===== src/rtl/minisrc_control_unit.sv =====
// Hardwired fetch/decode/execute sequencer for the single-bus Mini SRC datapath.
// A Moore step FSM (phase + 3-bit step counter T) drives every datapath strobe.
// Optional build macro SINGLE_STEP_EN adds a Step input: each instruction then
// waits in FETCH T0 for a rising edge of the registered Step.
module minisrc_control_unit #(
    parameter int         MEM_WAIT = 1,        // cycles a RAM read step is held (1..3)
    parameter logic [4:0] ADD_CODE = 5'b00011  // ALU code for address/target adds
) (
    input  logic       Clock,
    input  logic       Clear,
`ifdef SINGLE_STEP_EN
    input  logic       Step,
`endif
    input  logic [4:0] IR_Op,
    input  logic       ConFF_Out,
    input  logic       Stop,
    output logic       Run,
    output logic [4:0] CONTROL,
    output logic       PC_Out,
    output logic       MDR_Out,
    output logic       ZHI_Out,
    output logic       ZLO_Out,
    output logic       HI_Out,
    output logic       LO_Out,
    output logic       C_Out,
    output logic       InPort_Out,
    output logic       PC_In,
    output logic       MDR_In,
    output logic       MAR_In,
    output logic       IR_In,
    output logic       Y_In,
    output logic       ZHI_In,
    output logic       ZLO_In,
    output logic       HI_In,
    output logic       LO_In,
    output logic       InPort_In,
    output logic       OutPort_In,
    output logic       ConFF_In,
    output logic       IncPC,
    output logic       Read,
    output logic       Write,
    output logic       G_RA,
    output logic       G_RB,
    output logic       G_RC,
    output logic       R_In,
    output logic       R_Out,
    output logic       BA_Out
);

    typedef enum logic [1:0] {PH_RESET, PH_FETCH, PH_EXEC, PH_HALT} phase_e;

    localparam logic [4:0] OP_LD   = 5'b00000;
    localparam logic [4:0] OP_LDI  = 5'b00001;
    localparam logic [4:0] OP_ST   = 5'b00010;
    localparam logic [4:0] OP_ADD  = 5'b00011;
    localparam logic [4:0] OP_OR   = 5'b01010;
    localparam logic [4:0] OP_ADDI = 5'b01011;
    localparam logic [4:0] OP_ANDI = 5'b01100;
    localparam logic [4:0] OP_ORI  = 5'b01101;
    localparam logic [4:0] OP_MUL  = 5'b01110;
    localparam logic [4:0] OP_DIV  = 5'b01111;
    localparam logic [4:0] OP_NEG  = 5'b10000;
    localparam logic [4:0] OP_NOT  = 5'b10001;
    localparam logic [4:0] OP_BR   = 5'b10010;
    localparam logic [4:0] OP_JR   = 5'b10011;
    localparam logic [4:0] OP_JAL  = 5'b10100;
    localparam logic [4:0] OP_IN   = 5'b10101;
    localparam logic [4:0] OP_OUT  = 5'b10110;
    localparam logic [4:0] OP_MFHI = 5'b10111;
    localparam logic [4:0] OP_MFLO = 5'b11000;
    localparam logic [4:0] OP_HALT = 5'b11010;

    localparam logic [1:0] WAIT_LAST = 2'(MEM_WAIT - 1);

    phase_e     phase_q, phase_d;
    logic [2:0] t_q, t_d;
    logic [1:0] wcnt_q, wcnt_d;
    logic [4:0] op_q, op_d;
    logic       stop_q, stop_d;

    logic [4:0] op_eff;
    logic [2:0] last_t;
    logic       mem_step;
    logic       wait_done;
    logic       gate_wait;

`ifdef SINGLE_STEP_EN
    logic step_q, step_dly_q, armed_q, armed_d;
    logic step_edge;
`endif

    // Decode helpers: live opcode at T3 (IR just loaded), latched copy afterwards
    always_comb begin
        op_eff    = (phase_q == PH_EXEC && t_q == 3'd3) ? IR_Op : op_q;
        mem_step  = (phase_q == PH_FETCH && t_q == 3'd1) ||
                    (phase_q == PH_EXEC && t_q == 3'd6 && op_eff == OP_LD);
        wait_done = (wcnt_q == WAIT_LAST);
        last_t    = 3'd3;
        if (op_eff inside {[OP_ADD:OP_ORI]}) begin
            last_t = 3'd5;
        end else begin
            case (op_eff)
                OP_MUL, OP_DIV, OP_BR:   last_t = 3'd6;
                OP_NEG, OP_NOT, OP_JAL:  last_t = 3'd4;
                OP_LDI:                  last_t = 3'd5;
                OP_LD, OP_ST:            last_t = 3'd7;
                default:                 last_t = 3'd3;
            endcase
        end
`ifdef SINGLE_STEP_EN
        step_edge = step_q & ~step_dly_q;
        gate_wait = (phase_q == PH_FETCH && t_q == 3'd0 && !armed_q);
`else
        gate_wait = 1'b0;
`endif
    end

    // Next-state: phase/step sequencing, memory wait count, sticky Stop
    always_comb begin
        phase_d = phase_q;
        t_d     = t_q;
        wcnt_d  = wcnt_q;
        op_d    = op_q;
        stop_d  = stop_q;
`ifdef SINGLE_STEP_EN
        armed_d = armed_q;
`endif
        case (phase_q)
            PH_RESET: begin
                phase_d = PH_FETCH;
                t_d     = 3'd0;
                wcnt_d  = 2'd0;
                stop_d  = 1'b0;
`ifdef SINGLE_STEP_EN
                armed_d = 1'b0;
`endif
            end
            PH_FETCH, PH_EXEC: begin
                stop_d = stop_q | Stop;
                if (phase_q == PH_EXEC && t_q == 3'd3) op_d = IR_Op;
                if (gate_wait) begin
`ifdef SINGLE_STEP_EN
                    if (step_edge) armed_d = 1'b1;
`endif
                end else if (mem_step && !wait_done) begin
                    wcnt_d = wcnt_q + 2'd1;
                end else begin
                    wcnt_d = 2'd0;
                    if (phase_q == PH_FETCH) begin
`ifdef SINGLE_STEP_EN
                        if (t_q == 3'd0) armed_d = 1'b0;
`endif
                        if (t_q == 3'd2) begin
                            phase_d = PH_EXEC;
                            t_d     = 3'd3;
                        end else begin
                            t_d = t_q + 3'd1;
                        end
                    end else if (t_q == last_t) begin
                        t_d     = 3'd0;
                        stop_d  = 1'b0;
                        phase_d = (op_eff == OP_HALT || stop_q || Stop) ? PH_HALT : PH_FETCH;
                    end else begin
                        t_d = t_q + 3'd1;
                    end
                end
            end
            default: begin
                // HALT: only Clear leaves
            end
        endcase
    end

    // State registers, asynchronously cleared by Clear
    always_ff @(posedge Clock or negedge Clear) begin
        if (!Clear) begin
            phase_q <= PH_RESET;
            t_q     <= 3'd0;
            wcnt_q  <= 2'd0;
            op_q    <= 5'd0;
            stop_q  <= 1'b0;
`ifdef SINGLE_STEP_EN
            step_q     <= 1'b0;
            step_dly_q <= 1'b0;
            armed_q    <= 1'b0;
`endif
        end else begin
            phase_q <= phase_d;
            t_q     <= t_d;
            wcnt_q  <= wcnt_d;
            op_q    <= op_d;
            stop_q  <= stop_d;
`ifdef SINGLE_STEP_EN
            step_q     <= Step;
            step_dly_q <= step_q;
            armed_q    <= armed_d;
`endif
        end
    end

    // Moore outputs from phase, step and opcode; everything defaults low
    always_comb begin
        {Run, PC_Out, MDR_Out, ZHI_Out, ZLO_Out, HI_Out, LO_Out, C_Out, InPort_Out} = '0;
        {PC_In, MDR_In, MAR_In, IR_In, Y_In, ZHI_In, ZLO_In, HI_In, LO_In} = '0;
        {InPort_In, OutPort_In, ConFF_In, IncPC, Read, Write} = '0;
        {G_RA, G_RB, G_RC, R_In, R_Out, BA_Out} = '0;
        CONTROL = 5'd0;
        if (phase_q == PH_FETCH || phase_q == PH_EXEC) begin
            Run = 1'b1;
            if (!gate_wait) begin
                InPort_In = 1'b1;
                if (phase_q == PH_FETCH) begin
                    case (t_q)
                        3'd0:    {PC_Out, MAR_In, IncPC} = 3'b111;
                        3'd1:    {Read, MDR_In} = 2'b11;
                        default: {MDR_Out, IR_In} = 2'b11;
                    endcase
                end else if (op_eff inside {[OP_ADD:OP_ORI]}) begin
                    // reg-reg ALU ops and immediates share one skeleton
                    case (t_q)
                        3'd3: {G_RB, R_Out, Y_In} = 3'b111;
                        3'd4: begin
                            ZLO_In = 1'b1;
                            if (op_eff inside {[OP_ADD:OP_OR]}) begin
                                {G_RC, R_Out} = 2'b11;
                                CONTROL       = op_eff;
                            end else begin
                                C_Out = 1'b1;
                                case (op_eff)
                                    OP_ADDI: CONTROL = 5'b00011;
                                    OP_ANDI: CONTROL = 5'b01001;
                                    default: CONTROL = 5'b01010;
                                endcase
                            end
                        end
                        3'd5:    {ZLO_Out, G_RA, R_In} = 3'b111;
                        default: ;
                    endcase
                end else begin
                    case (op_eff)
                        OP_MUL, OP_DIV: begin
                            case (t_q)
                                3'd3: {G_RA, R_Out, Y_In} = 3'b111;
                                3'd4: begin
                                    {G_RB, R_Out, ZHI_In, ZLO_In} = 4'b1111;
                                    CONTROL = op_eff;
                                end
                                3'd5:    {ZLO_Out, LO_In} = 2'b11;
                                3'd6:    {ZHI_Out, HI_In} = 2'b11;
                                default: ;
                            endcase
                        end
                        OP_NEG, OP_NOT: begin
                            case (t_q)
                                3'd3: begin
                                    {G_RB, R_Out, ZLO_In} = 3'b111;
                                    CONTROL = op_eff;
                                end
                                3'd4:    {ZLO_Out, G_RA, R_In} = 3'b111;
                                default: ;
                            endcase
                        end
                        OP_LD, OP_LDI, OP_ST: begin
                            case (t_q)
                                3'd3: {G_RB, BA_Out, Y_In} = 3'b111;
                                3'd4: begin
                                    {C_Out, ZLO_In} = 2'b11;
                                    CONTROL = ADD_CODE;
                                end
                                3'd5: begin
                                    ZLO_Out = 1'b1;
                                    if (op_eff == OP_LDI) {G_RA, R_In} = 2'b11;
                                    else                  MAR_In = 1'b1;
                                end
                                3'd6: begin
                                    if (op_eff == OP_LD) {Read, MDR_In} = 2'b11;
                                    else                 {G_RA, R_Out, MDR_In} = 3'b111;
                                end
                                default: begin
                                    if (op_eff == OP_LD) {MDR_Out, G_RA, R_In} = 3'b111;
                                    else                 Write = 1'b1;
                                end
                            endcase
                        end
                        OP_BR: begin
                            case (t_q)
                                3'd3: {G_RA, R_Out, ConFF_In} = 3'b111;
                                3'd4: {PC_Out, Y_In} = 2'b11;
                                3'd5: begin
                                    {C_Out, ZLO_In} = 2'b11;
                                    CONTROL = ADD_CODE;
                                end
                                3'd6:    {ZLO_Out, PC_In} = {2{ConFF_Out}};
                                default: ;
                            endcase
                        end
                        OP_JR:   {G_RA, R_Out, PC_In} = 3'b111;
                        OP_JAL: begin
                            if (t_q == 3'd3) {PC_Out, G_RB, R_In} = 3'b111;
                            else             {G_RA, R_Out, PC_In} = 3'b111;
                        end
                        OP_IN:   {InPort_Out, G_RA, R_In} = 3'b111;
                        OP_OUT:  {G_RA, R_Out, OutPort_In} = 3'b111;
                        OP_MFHI: {HI_Out, G_RA, R_In} = 3'b111;
                        OP_MFLO: {LO_Out, G_RA, R_In} = 3'b111;
                        default: ; // nop, halt and undefined codes: idle step
                    endcase
                end
            end
        end
    end

endmodule


===== config.mk =====
export PLATFORM = sky130hd
export DESIGN_NAME = minisrc_control_unit
export DESIGN_NICKNAME = d
export VERILOG_FILES = /design/src/rtl/minisrc_control_unit.sv
export SDC_FILE = /design/constraint.sdc
export NUM_CORES = 1
export LEC_CHECK = 0
export CAP_MARGIN = 5
export CORE_MARGIN = 1
export CORE_UTILIZATION = 37
export CTS_BUF_LIST = sky130_fd_sc_hd__clkbuf_2 sky130_fd_sc_hd__clkbuf_4 sky130_fd_sc_hd__clkbuf_8
export CTS_CLUSTER_SIZE = 16
export DETAILED_ROUTE_END_ITERATION = 8
export HOLD_SLACK_MARGIN = 0.1
export PLACE_DENSITY = 0.66
export SLEW_MARGIN = 20
export SYNTH_ARGS = -nofsm -noshare
export SYNTH_HDL_FRONTEND = slang
export SYNTH_SLANG_ARGS = --single-unit

===== constraint.sdc =====
create_clock -name Clock -period 3.59 [get_ports Clock]
set_clock_uncertainty 0.1 [all_clocks]
set_input_delay 0.8975 -clock Clock [delete_from_list [all_inputs] [get_ports Clock]]
set_output_delay 0.8975 -clock Clock [all_outputs]
set_load 0.02 [all_outputs]

* After elaboration in Yosys (flattened, before gate mapping)
Memory sizes are Yosys's and may differ from the RTL's. Cells that the tools add are included.
Operators by class: $add $sub $neg 2, magnitude comparators 3, equal/unequal tests 28, muxes and demuxes 160, bitwise operators 1, reduce and logical (&&, ||, !) cells 34
Operator list (number):
- $mux W1 | 120
- $eq A5 B5 Y1 const B | 10
- $mux W5 | 8
- $eq A5 B4 Y1 const B | 4
- $pmux W5 S4 | 1
- $mux W2 | 8
- $mux W3 | 5
- $reduce_or A3 Y1 | 5
- $pmux W1 S2 | 7
- $pmux W1 S3 | 4
- $reduce_or A2 Y1 | 6
- $le A5 B4 Y1 const B | 2
- $pmux W1 S5 | 2
- $reduce_or A5 Y1 | 2
- $eq A3 B3 Y1 const B | 3
- $pmux W2 S2 | 2
- $pmux W4 S2 | 1
- $logic_and A1 B1 Y1 | 7
- $eq A3 B2 Y1 const B | 2
- $ne A3 B3 Y1 const B | 2
- $pmux W3 S2 | 1
- $reduce_or A6 Y1 | 1
- $eq A5 B1 Y1 const B | 1
- $eq A5 B2 Y1 const B | 1
- other kinds (19) | 23
Word-level totals: register bits 13, ROM bits 96, input bits 9, output and inout port bits 35, logic and storage cells 234, memories 1
Memories:
- (no name shown) | depth 32, bits a word 3, read ports 1, clocked after Yosys merged registers in 0, write ports 0, RTL line 102 | case (op_eff)

* Logic depth before layout (Yosys ltp)
Gate-level depths: netlist of run 1.
word-level depth 11, gate-level depth with buffers 13, mapped depth without buffers 9

* Worst setup path before layout of run 1
Ideal clock, no wire load.
path type register to output, start register t_q[2], end output port CONTROL[1], data arrival time 2.744 ns, data required time 2.592 ns, setup slack -0.151 ns, cell stages (with the launch flop) 13, buffers on the path 3, cell sequence dfrtp_1 buf_2 inv_1 ha_1 buf_6 nand2_4 buf_6 mux2i_4 nor3_1 a22oi_1 o21ai_2 o21ai_1 a211oi_1
Between the ends: word-level cells in the longest chain between the ends 10, elaborated cells on any way between the ends 34, those cells by class order compare: 3; eq/ne: 12; mux: 12; reduce/logical: 7
Ends and longest elaborated chain:
- from (decl) | RTL line 76 | logic [2:0] t_q, t_d;
- from (signal assigned) | RTL line 189 | t_q <= t_d;
- $eq A3 B2 Y1 | RTL line 94, 254
- $logic_and A1 B1 Y1 | RTL line 94 | op_eff = (phase_q == PH_EXEC && t_q == 3'd3) ? IR_Op : op_q;
- $mux W5
- $ge A5 B2 Y1, or another cell as far along | RTL line 218, 224
- $logic_and A1 B1 Y1 / $pmux W4 S2 (equally long branches) | RTL line 224, 229
- $mux W5 | RTL line 224 | if (op_eff inside {[OP_ADD:OP_OR]}) begin
- $mux W5 | RTL line 220 | case (t_q)
- $mux W5 (*) | RTL line 218 | end else if (op_eff inside {[OP_ADD:OP_ORI]}) begin
- $mux W5 (*) | RTL line 212 | if (phase_q == PH_FETCH) begin
- $mux W5 (*) | RTL line 208 | if (phase_q == PH_FETCH || phase_q == PH_EXEC) begin
- to (decl) | RTL line 18 | output logic [4:0] CONTROL,
Every way passes the cells marked *; elsewhere a longest branch is shown, timed or not.

* Worst setup path after layout of run 1
start register t_q[0], end output port CONTROL[1]
The elaborated chain is that of the path after synthesis.

==> metrics.md, run 1 <==
| Metric | Value |
|---|---|
| # setup viols final | 7 |
| Failing checks | negative setup slack |
| P&R area growth vs syn | 71.3% |
| Max-cap viol count | 0 |
| Slowest CP cell | dfrtp_1 |
| Pin count of the biggest net entering global routing | 19 |
| Synth Net Count | ~290 |
| Router iterations before antenna repair | 5 |
| Status | complete, but fails checks |
| Max Clk Rate | between 200 and 300 MHz |
| Initial antenna violation count | 0 |
| Core Rows | 26 |
| I/O pin cnt | 44 |
| Yosys top cell by area | dfrtp_1 |
| Area contributors post-synth | dfrtp_1 16%, ha_1 7.0%, nor2_1 6.1% |
| Sequence of cells on the critical path | ha_4 -> ha_4 -> buf_12 -> and3_4 -> or2_4 -> nor3b_4 -> a22oi_2 -> o21ai_2 -> nand2_2 -> a211oi_2 -> buf_4 |
| Core ar. | approximately 5000 sq um |
| Crit path DAT | 2.67 ns |
| Fillers | between 400 and 500 |
| Final Hold Fails | 0 |
| Total CTS buffers | 3 |
| Clock-pin slew on the worst setup and hold paths | around 0.060 ns |
| Via count | 2694 |
| Drt total wl | around 8000 um |
| Final ANT Viol Nets | 0 |
| DR iter-0 viols | around 250 |
| Antenna Cells | 0 |
| Number of global-route vias before repair | about 2500 |
| Delay-heaviest family, CP | simple AND/OR/NAND/NOR gates |
| Drt via density | 5.74 |
| Synth Cell Area | around 2000 sq um |
| Hpwl dp | 5940 um |
| Post-synth cell types | 66 |
| Longest Clk Path Bufs | 2 |
| Max incr delay on CP | a little over 0.4 ns |
| Mapped Cells | between 200 and 300 |
| Fin crit share | 1.02 |
| Register bit total from synthesis | 13 |
| Commonest non-fill, non-tap cells in the layout | 104 x buf_4, 29 x nand2_1, 29 x nor2_1, 20 x a21oi_1 |
| CTS tree | yes |
| Final period demand of the worst path | 3.67 ns |
| Ratio of cells with drive above 1 in the final layout | 0.474 |
| Main synth FF type | dfrtp_1 |
| CP Capture Type | primary output |
| Port Buffer Count | 43 |
| PnR worst setup slack | -0.0823 ns |
| Slew HR | 0.609 |
| Sequential area share after synthesis | 0.165 |
| RSZ-0062 raised after global routing | yes |
| Critical path startpoint category | flip-flop |
| Syn avg cell area | 7.38 sq um |
| Min-Delay Path Class | reg -> reg |
| Max VDD drop | ~0.00037 V |
| Cell mode on critical path | ha_4 |
| GRT Util Overall | 0.279 |
| Layout net count | 420 |
| Die area | roughly 5600 sq um |
| Most common cell after layout, fill and taps aside | buf_4 |
| Worst Path Buf+Inv | 2 |
| Die Span Y | 75.1 um |
| Post-synth EDFFs | 0 |
| RePlAce Congestion | between 0.9 and 1 |
| Slew Limit Fails | 0 |
| Residual DRC | 0 |
| Clock sink count | 13 |
| Total grt overflow | 0 |
| Top-area cell type share of the netlist area | 0.165 |
| Actual slew at the worst max-slew pin | 0.584 ns |
| Ys async rst share | 1.00 |
| Leak | around 1.5 nW |
| Placement Setup Slack | -0.847 ns |
| First-pass GRT wire length | about 12000 um |
| Worst endpoint required time | about 2.6 ns |
| Wire length per cell | around 17 um |
| Die Width | around 75 um |
| Synthesis Warnings | 0 |
| Root Driver | clkbuf_8 |
| Worst skew pair latency | ~0.24 ns |
| Power per cell area | 87.6 nW/um^2 |
| WS Path Type | reg -> out |
| Total power | 0.297 mW |
| # H-tree levels | 1 |
| Critical path peak fanout | 6 |
| Starting Density | 0.385 |
## per-layer routing
layer  track usage  share of wire  routed length [um]
met5             0              0                   0
met4         0.101          0.025                 202
met3        0.0241          0.054                 431
met2         0.476           0.49                3900
met1         0.367           0.43                3440
## cells by family after synthesis
kind of cell	synth area share
compound gates	0.341
xor+xnor	0.00443
fa+ha+maj	0.0696
buf+inv	0.0747
flops	0.165
mux	0.0481
simple gates	0.297
## final timing paths
| check | startpoint | to | slack [ns] | cells past startpoint |
|---|---|---|---|---|
| worst max-delay path | t_q[0]$_DFFE_PN0P_ | CONTROL[1] | -0.08 | 11 |
| worst min-delay path | wcnt_q[1]$_DFFE_PN0P_ | wcnt_q[1]$_DFFE_PN0P_ | 0.42 | 1 |
| worst max register to register | t_q[0]$_DFFE_PN0P_ | phase_q[0]$_DFFE_PN0P_ | 0.59 | 12 |
| worst min register to register | wcnt_q[1]$_DFFE_PN0P_ | wcnt_q[1]$_DFFE_PN0P_ | 0.42 | 1 |
| max in group asynchronous | Clear | wcnt_q[1]$_DFFE_PN0P_ | 2.08 | 1 |
| min in group asynchronous | Clear | t_q[0]$_DFFE_PN0P_ | 0.93 | 1 |
## state kept, by name (all words and copies together), names as in the netlist
signal	flops
stop_q	1
phase_q	2
op_q	5
t_q	3
wcnt_q	2
## through the flow
stage / TNS [ns] / hold WS (ns) / instances / util / instance area, sq um
after floorplan: 0 / 0.373 / 268 / - / 2000
after global placement: -18.64 / 0.389 / 455 / 0.608 / 3130
after detailed placement: -19.61 / 0.410 / 455 / 0.608 / 3130
after CTS: -0.234 / 0.427 / 465 / 0.632 / 3250
after global routing: -1.51 / 0.443 / 469 / 0.659 / 3390
final: -0.383 / 0.424 / 469 / 0.659 / 3390
## layout make-up
type | count | area (sq um) | area share
Sequential cell | 13 | 325 | 0.0961
Timing Repair Buffer | 142 | 1150 | 0.339
Clock buffer | 3 | 41.3 | 0.0122
Multi-Input combinational cell | 227 | 1730 | 0.511
Inverter | 13 | 48.8 | 0.0144
Clock inverter | 1 | 5.00 | 0.00148
Tap cell | 70 | 87.6 | 0.0259
## Yosys cell counts (3+ instances only)
cell,number
and3_1,7
a211oi_1,5
nor4_1,3
and2_1,3
nor3_1,11
inv_1,13
buf_6,3
nor2_1,32
buf_4,4
o22ai_1,3
a32oi_1,4
nand3_1,9
nand2_1,30
and4_1,3
a21oi_1,22
or3_1,3
a31oi_1,4
buf_2,4
o21ai_0,17
dfrtp_1,13
ha_1,11
clkbuf_1,4
## worst register-to-register path, delay by kind of cell, from the launching register on
kind            cells  cell delay [ns]
buf+inv             3             0.51
fa+ha+maj           2             0.36
flops               1             0.41
mux                 1             0.22
simple gates        2             0.24
compound gates      4             1.06
## power breakdown
group	leakage (nW)	internal (mW)	switching, mW
Sequential	0.145	0.147	0
Combinational	1.32	0.00990	0.0105
Clock	0.0255	0.0766	0.0531
## what timing repair did
item / in CTS / in global routing
buffers inserted: 6 / 3
gates resized for setup: 130 / 61
pin swaps: 12 / 12
hold buffers: 0 / 0
gates cloned: 0 / 1
setup endpoints to repair: 31 / 30
Note: power is estimated with default switching activity, not from simulation.
==> run 2, diff against run 1 <==
--- a/config.mk
+++ b/config.mk
@@ -8,7 +8,7 @@
 export CAP_MARGIN = 5
 export CORE_MARGIN = 1
 export CORE_UTILIZATION = 37
-export CTS_BUF_LIST = sky130_fd_sc_hd__clkbuf_2 sky130_fd_sc_hd__clkbuf_4 sky130_fd_sc_hd__clkbuf_8
+export CTS_BUF_LIST = sky130_fd_sc_hd__clkbuf_8 sky130_fd_sc_hd__clkbuf_16
 export CTS_CLUSTER_SIZE = 16
 export DETAILED_ROUTE_END_ITERATION = 8
 export HOLD_SLACK_MARGIN = 0.1
==> results of run 2 <==
No change in the layout: final DEF, timing and power equal those of run 1.
